===== src/rtl/bsg_alu_rr_sched.sv =====
// bsg_alu_rr_sched
//
// Round-robin scheduler that shares one combinational bsg_alu among els_p requesters.
// Each cycle it picks one valid requester and steers that requester's op/a/b onto the ALU.
// The ALU result, tagged with the requester index, is captured in a one-entry output
// register that a valid/yumi handshake drains.
//
// Ports:
//   clk_i          clock, all state updates on posedge
//   reset_i        synchronous active-high reset
//   v_i            per-requester request valid
//   op_i           per-requester ALU control, requester i at [2i+1:2i]
//   a_i, b_i       per-requester operands, requester i at slice i
//   yumi_o         one-hot, request consumed this cycle
//   alu_control_o  to bsg_alu control
//   alu_a_o        to bsg_alu a
//   alu_b_o        to bsg_alu b
//   alu_res_i      from bsg_alu res
//   v_o            output register holds a result
//   res_o          registered result
//   id_o           index of the requester that produced res_o
//   yumi_i         consumer takes res_o this cycle
module bsg_alu_rr_sched #(
  parameter int unsigned width_p = 4,
  parameter int unsigned els_p = 2,
  localparam int unsigned id_width_lp = (els_p == 1) ? 1 : $clog2(els_p)
) (
  input  logic                       clk_i,
  input  logic                       reset_i,
  input  logic [els_p-1:0]           v_i,
  input  logic [2*els_p-1:0]         op_i,
  input  logic [width_p*els_p-1:0]   a_i,
  input  logic [width_p*els_p-1:0]   b_i,
  output logic [els_p-1:0]           yumi_o,
  output logic [1:0]                 alu_control_o,
  output logic [width_p-1:0]         alu_a_o,
  output logic [width_p-1:0]         alu_b_o,
  input  logic [width_p-1:0]         alu_res_i,
  output logic                       v_o,
  output logic [width_p-1:0]         res_o,
  output logic [id_width_lp-1:0]     id_o,
  input  logic                       yumi_i
);

  logic                   v_q;
  logic [width_p-1:0]     res_q;
  logic [id_width_lp-1:0] id_q;
  logic [id_width_lp-1:0] last_q;

  logic [id_width_lp-1:0] grant;
  logic [id_width_lp:0]   cand;
  logic                   any_v;
  logic                   ready;
  logic                   accept;

  // Search upward from last_q+1, wrapping modulo els_p; first valid requester wins.
  always_comb begin
    grant = '0;
    any_v = 1'b0;
    cand  = '0;
    for (int unsigned k = 1; k <= els_p; k++) begin
      cand = {1'b0, last_q} + (id_width_lp+1)'(k);
      if (cand >= (id_width_lp+1)'(els_p)) begin
        cand = cand - (id_width_lp+1)'(els_p);
      end
      if (!any_v && v_i[cand[id_width_lp-1:0]]) begin
        any_v = 1'b1;
        grant = cand[id_width_lp-1:0];
      end
    end
  end

  // An illegal yumi_i while empty is harmless here since !v_q already makes us ready.
  assign ready  = !v_q || yumi_i;
  assign accept = any_v && ready && !reset_i;

  // Steering follows the grant even when stalled so the ALU result stays stable.
  always_comb begin
    alu_control_o = '0;
    alu_a_o       = '0;
    alu_b_o       = '0;
    for (int unsigned i = 0; i < els_p; i++) begin
      if (any_v && (grant == id_width_lp'(i))) begin
        alu_control_o = op_i[2*i +: 2];
        alu_a_o       = a_i[width_p*i +: width_p];
        alu_b_o       = b_i[width_p*i +: width_p];
      end
    end
  end

  assign yumi_o = accept ? (els_p'(1) << grant) : '0;

  always_ff @(posedge clk_i) begin
    if (reset_i) begin
      v_q    <= 1'b0;
      res_q  <= '0;
      id_q   <= '0;
      // Requester 0 gets first priority after reset.
      last_q <= id_width_lp'(els_p - 1);
    end else begin
      if (accept) begin
        v_q    <= 1'b1;
        res_q  <= alu_res_i;
        id_q   <= grant;
        last_q <= grant;
      end else if (yumi_i) begin
        v_q <= 1'b0;
      end
    end
  end

  assign v_o   = v_q;
  assign res_o = res_q;
  assign id_o  = id_q;

endmodule


===== config.mk =====
export PLATFORM = sky130hd
export DESIGN_NAME = bsg_alu_rr_sched
export DESIGN_NICKNAME = d
export VERILOG_FILES = /design/src/rtl/bsg_alu_rr_sched.sv
export SDC_FILE = /design/constraint.sdc
export NUM_CORES = 1
export LEC_CHECK = 0
export ABC_AREA = 1
export BUFFER_PORTS_ARGS = -buffer_cell sky130_fd_sc_hd__buf_4
export CORE_UTILIZATION = 37
export CTS_CLUSTER_SIZE = 16
export DETAILED_ROUTE_END_ITERATION = 10
export GPL_TIMING_DRIVEN = 0
export PLACE_DENSITY = 0.78
export SLEW_MARGIN = 20
export SYNTH_ARGS = -nofsm -noshare
export SYNTH_HDL_FRONTEND = slang
export SYNTH_SLANG_ARGS = --single-unit

===== constraint.sdc =====
create_clock -name clk_i -period 1 [get_ports clk_i]
set_input_delay 0.1 -clock clk_i [delete_from_list [all_inputs] [get_ports clk_i]]
set_output_delay 0.1 -clock clk_i [all_outputs]
set_load 0.03 [all_outputs]

=== Word-level counts from Yosys, hierarchy flattened ===
Index checks and enable logic that the tools add are counted.

* Reductions and logical operators: 10
* Bitwise gates (word level): 1
* Magnitude comparators: 4
* Add/subtract/negate cells: 4
* Mux-type cells: 19
* Shifts and indexed selects: 1

{| class="wikitable"
|+ Operator list
! kind !! count
|-
| $mux W4 || 4
|-
| $mux W1 || 12
|-
| $mux W2 || 3
|-
| $logic_and A1 B1 Y1 || 5
|-
| $ge A2 B2 Y1 const B || 2
|-
| $lt A1 B2 Y1 const B || 2
|-
| $logic_not A1 Y1 || 3
|-
| $add A1 B1 Y2 const B || 1
|-
| $add A1 B2 Y2 const B || 1
|-
| $reduce_bool A2 Y1 || 1
|-
| $shl A1 B1 Y2 const A || 1
|-
| $sub A1 B1 Y1 const B || 2
|-
| $logic_or A1 B1 Y1 || 1
|-
| $not A1 Y1 || 1
|}

* Input bits: 29
* Logic and storage cells: 43
* Bits in registers: 7
* Output and inout bits: 18

=== Depth between registers and ports, before layout ===
* Depth after elaboration: 13
* Mapped depth: 7
* Depth with buffers taken out: 7

=== Least setup slack after synthesis ===
OpenSTA, ideal clock, no wires.

* Kind: register to output
* Start point: register v_q, in the netlist v_o
* End point: output port yumi_o[1]
* Buffers on the path: 0
* Path slack: -293 ps
* Cell stages (with the launch flop): 4
* Data required time: 900 ps
* Data arrival time: 1193 ps
* Cells stage by stage: dfxtp_1 > nand2_1 > nand3_4 > nor2_1

* Word-level cells in the longest chain between the ends: 5

{| class="wikitable"
|+ Ends and longest elaborated chain
! what !! RTL line !! text
|-
| start, declared || 45 || <nowiki>logic v_q;</nowiki>
|-
| start signal, assigned || 95 || <nowiki>v_q <= 1'b0;</nowiki>
|-
| start signal, assigned || 102 || <nowiki>v_q <= 1'b1;</nowiki>
|-
| start signal, assigned || 107 || <nowiki>v_q <= 1'b0;</nowiki>
|-
| $logic_not A1 Y1 || 74 || <nowiki>assign ready = !v_q || yumi_i;</nowiki>
|-
| $logic_or A1 B1 Y1 || 74 ||
|-
| $logic_and A1 B1 Y1 (2 in series) || 75 || <nowiki>assign accept = any_v && ready && !reset_i;</nowiki>
|-
| $mux W2 || 91 || <nowiki>assign yumi_o = accept ? (els_p'(1) << grant) : '0;</nowiki>
|-
| end, declared || 34 || <nowiki>output logic [els_p-1:0] yumi_o,</nowiki>
|}

No other way between the ends.

=== Worst setup path in the final report ===
* Start point: register last_q
* End point: output port yumi_o[0]

* Word-level cells in the longest chain between the ends: 12
* Elaborated cells on any way between the ends: 22
* Those cells by class: 4 x add/sub; 2 x order compare; 1 x shift; 11 x mux; 4 x reduce/logical

{| class="wikitable"
|+ Ends and longest elaborated chain
! what !! RTL line !! text
|-
| start, declared || 48 || <nowiki>logic [id_width_lp-1:0] last_q;</nowiki>
|-
| start signal, assigned || 99 || <nowiki>last_q <= id_width_lp'(els_p - 1);</nowiki>
|-
| start signal, assigned || 105 || <nowiki>last_q <= grant;</nowiki>
|-
| $add A1 B1 Y2 || 62 || <nowiki>cand = {1'b0, last_q} + (id_width_lp+1)'(k);</nowiki>
|-
| $ge A2 B2 Y1 / $sub A1 B1 Y1 (equally long branches) || 63, 64 ||
|-
| $mux W1 || 63 || <nowiki>if (cand >= (id_width_lp+1)'(els_p)) begin</nowiki>
|-
| $mux W1 (implied by the code) (2 in series) || 66 || <nowiki>if (!any_v && v_i[cand[id_width_lp-1:0]]) begin</nowiki>
|-
| $mux W1 || 66 ||
|-
| $logic_not A1 Y1 || 66 ||
|-
| $logic_and A1 B1 Y1 || 66 ||
|-
| $mux W1 || 66 ||
|-
| $logic_and A1 B1 Y1 (2 in series) || 75 ||
|-
| $mux W2 * || 91 ||
|}

Every way passes the cells marked *; elsewhere a longest branch is shown, timed or not. The select of a mux whose other input is x is not followed.

==> flow_metrics.py <==
metrics = {
    "clock_tree": {
        "cts_buffers": 3,
        "h-tree-depth": 1,
        "cts_tree": "yes",
        "clockBufferDepth": 2,
        "clock-sinks": 7,
        "root_buffer": "clkbuf_4",
        "clock_latency_ns": 0.26,
        "clk_pin_slew_ns": 0.06,
    },
    "worst_setup_path": {
        "critPathLaunchType": "flop",
        "cp-end-kind": "output pin",
        "r2r_slack_ns": -0.28,
        "crit_family": "buffers and inverters",
        "crit_path_top_delay_cell": "dfxtp_2",
        "crit_type": "flop to output pin",
        "slowest_delay_ns": 0.33,
        "cp.arrival_ns": 1.31,
        "r2r-start": "last_q",
        "path_cells": "inv_2 -> nand2_2 -> nand3_4 -> buf_6 -> nand4_1 -> inv_2 -> buf_6",
        "crit_buf_inv": 4,
        "cp_num_cells": 7,
        "r2r_cells": 9,
        "cp_max_fo": 4,
        "worstSetupStartpoint": "last_q",
        "crit_required_ns": 0.90,
    },
    "hold_path": {
        "hold_path.class": "input pin to flop",
        "hold_depth": 3,
        "hp-start": "alu_res_i[1]",
    },
    "yosys": {
        "avgSynthCellArea_um2": 7.70,
        "yosys_warnings": 0,
        "synthCells": 72,
        "synth_nets": 101,
        "yosysUniqueCellTypes": 15,
        "yosysSeqAreaShare": 0.253,
        "synth_area_um2": 554,
        "synth-seq-cells": 7,
    },
    "route": {
        "routedWlPerCell_um": 13.0,
        "vias_per_cell": 4.71,
        "drtIter0Drc": 12,
        "drt-total-wl_mm": 1.91,
        "postRouteAntennaNets": 0,
        "firstDrtPassIters": 4,
        "via_count": 688,
        "drc": 0,
    },
    "floorplanning": {
        "boundaryPins": 47,
        "start_util": 0.411,
        "core-area_um2": 1350,
        "fp.dieH_um": 40.7,
        "die_w_um": 40.7,
        "dieArea_um2": 1660,
        "rows": 13,
    },
    "sta": {
        "finalSetupViolCount": 19,
        "worst_slack_ns": -0.405,
        "skew_ns": 0.00406,
        "fmax_mhz": 712,
        "hold_violations": 0,
        "min_period_over_period": 1.41,
        "relSlewSlack": 0.793,
        "tightest_slew_ns": 0.311,
        "drv_slew": 0,
        "fin_crit_ns": 1.41,
        "rsz0062_at_grt": "true",
    },
    "layout": {
        "finalCoreUtilization": 0.866,
        "n_fill_cell": 74,
        "synthToLayoutAreaGrowth_pct": 111,
        "diodes": 0,
        "nNetsFinal": 161,
        "layout-drive-gt1-share": 0.733,
    },
    "grt": {
        "antenna_found_initial": 0,
        "gr-total-overflow": 0,
        "grt_pass1_wl_mm": 2.30,
        "grt_pass1_vias": 542,
        "grt_max_degree": 11,
        "track_usage": 0.210,
    },
    "power_and_ir_drop": {
        "powerDensity_nw_per_um2": 1170,
        "power.leakage_nw": 0.610,
        "p_total_w": 0.00137,
        "ir_drop_uv": 944,
    },
    "job": {
        "maxCapViolCount": 0,
    },
    "run_status": {
        "violations": "setup timing",
        "outcome": "complete, but fails checks",
    },
    "placement": {
        "portBuffers": 46,
        "place_congestion": 0.694,
        "place.detailed.hpwl_mm": 1.16,
    },
}
-- worst paths after layout --
check	end
hold reg to reg	res_o[0]
setup / recovery	yumi_o[0]
setup reg to reg	last_q
hold / removal	res_o[1]
-- kinds of logic after synthesis --
group | count (synthesis) | synth area share
AO/OA/AOI/OAI | 6 | 0.0880
flip-flops | 7 | 0.253
buffers and inverters | 13 | 0.131
AND/OR/NAND/NOR | 46 | 0.528
-- cell usage in the layout, fill, tap and decap left out --
master | synthesis | final
buf_4 | 0 | 39
buf_6 | 1 | 14
nand2_2 | 2 | 12
nand2_1 | 22 | 12
inv_1 | 10 | 8
nand3_4 | 2 | 7
nand3_1 | 6 | 6
nand3_2 | 10 | 5
o21ai_2 | 5 | 5
dfxtp_1 | 7 | 5
inv_2 | 1 | 3
clkbuf_4 | 0 | 3
buf_12 | 1 | 2
nand2_4 | 2 | 2
dfxtp_2 | 0 | 2
nand4_1 | 1 | 1
nor2_4 | 0 | 1
a21oi_1 | 1 | 1
clkbuf_1 | 0 | 1
buf_16 | 0 | 1
dlygate4sd3_1 | 0 | 1
-- cell usage after synthesis --
library cell | count | area (µm²)
dfxtp_1 | 7 | 140
buf_6 | 1 | 11.3
nand2_1 | 22 | 82.6
nand2_4 | 2 | 22.5
inv_1 | 10 | 37.5
nand3_4 | 2 | 35.0
nand2_2 | 2 | 12.5
nand3_2 | 10 | 100
inv_2 | 1 | 3.75
a21oi_1 | 1 | 5.00
o21ai_2 | 5 | 43.8
buf_12 | 1 | 20.0
nand4_1 | 1 | 6.26
nor2_1 | 1 | 3.75
nand3_1 | 6 | 30.0
-- layer usage --
layer / global-route usage / routed length [µm]
met4: 0.0750 / 0
met5: 0 / 0
met1: 0.258 / 742
met2: 0.341 / 1100
met3: 0.0652 / 66
-- state kept, by name, indices dropped and copies added, names as in the netlist --
signal / count
id_o: 1
last_q: 1
res_o: 4
v_o: 1
-- worst register-to-register path: cells and delay by family (launching register included) --
family                 cells  cell delay [ns]
and+or+nand+nor            5             0.47
DFF                        1             0.34
buffers and inverters      4             0.37
-- repair_timing --
item                       CTS  global route
cloned                       1             0
buffers inserted             4             3
resized for setup           19             5
pin swaps                    1             2
hold endpoints to repair     1             1
setup endpoints to repair   13            19
-- through the flow --
step	TNS [ns]	setup WS [ns]	instance area [µm²]	hold slack [ns]	instances
after global routing	-7.10	-0.469	1170	0.0872	146
after detailed placement	-1.20	-0.114	952	0.260	133
after global placement	-1.05	-0.102	952	0.256	133
final	-5.79	-0.405	1170	0.0942	146
after CTS	-4.62	-0.364	1100	-0.0106	142
after floorplan	-0.0165	-0.0165	588	0.162	72
-- where the power goes --
group	total, W	switching, W	internal, W	leakage, nW
Clock	0.000267	0.000114	0.000153	0.0150
Combinational	0.000780	0.000413	0.000367	0.537
Sequential	0.000325	0.0000160	0.000309	0.0580
-- final cells by class --
class | instances | area (µm²) | area share
sequential | 7 | 143 | 0.122
timing repair buffer | 55 | 488 | 0.418
tap | 15 | 18.8 | 0.0161
buffer | 2 | 40.0 | 0.0343
clock buffer | 4 | 26.3 | 0.0225
inverter | 11 | 41.3 | 0.0353
multi-input combinational | 52 | 412 | 0.352
Power figures use the tool's default switching activity.
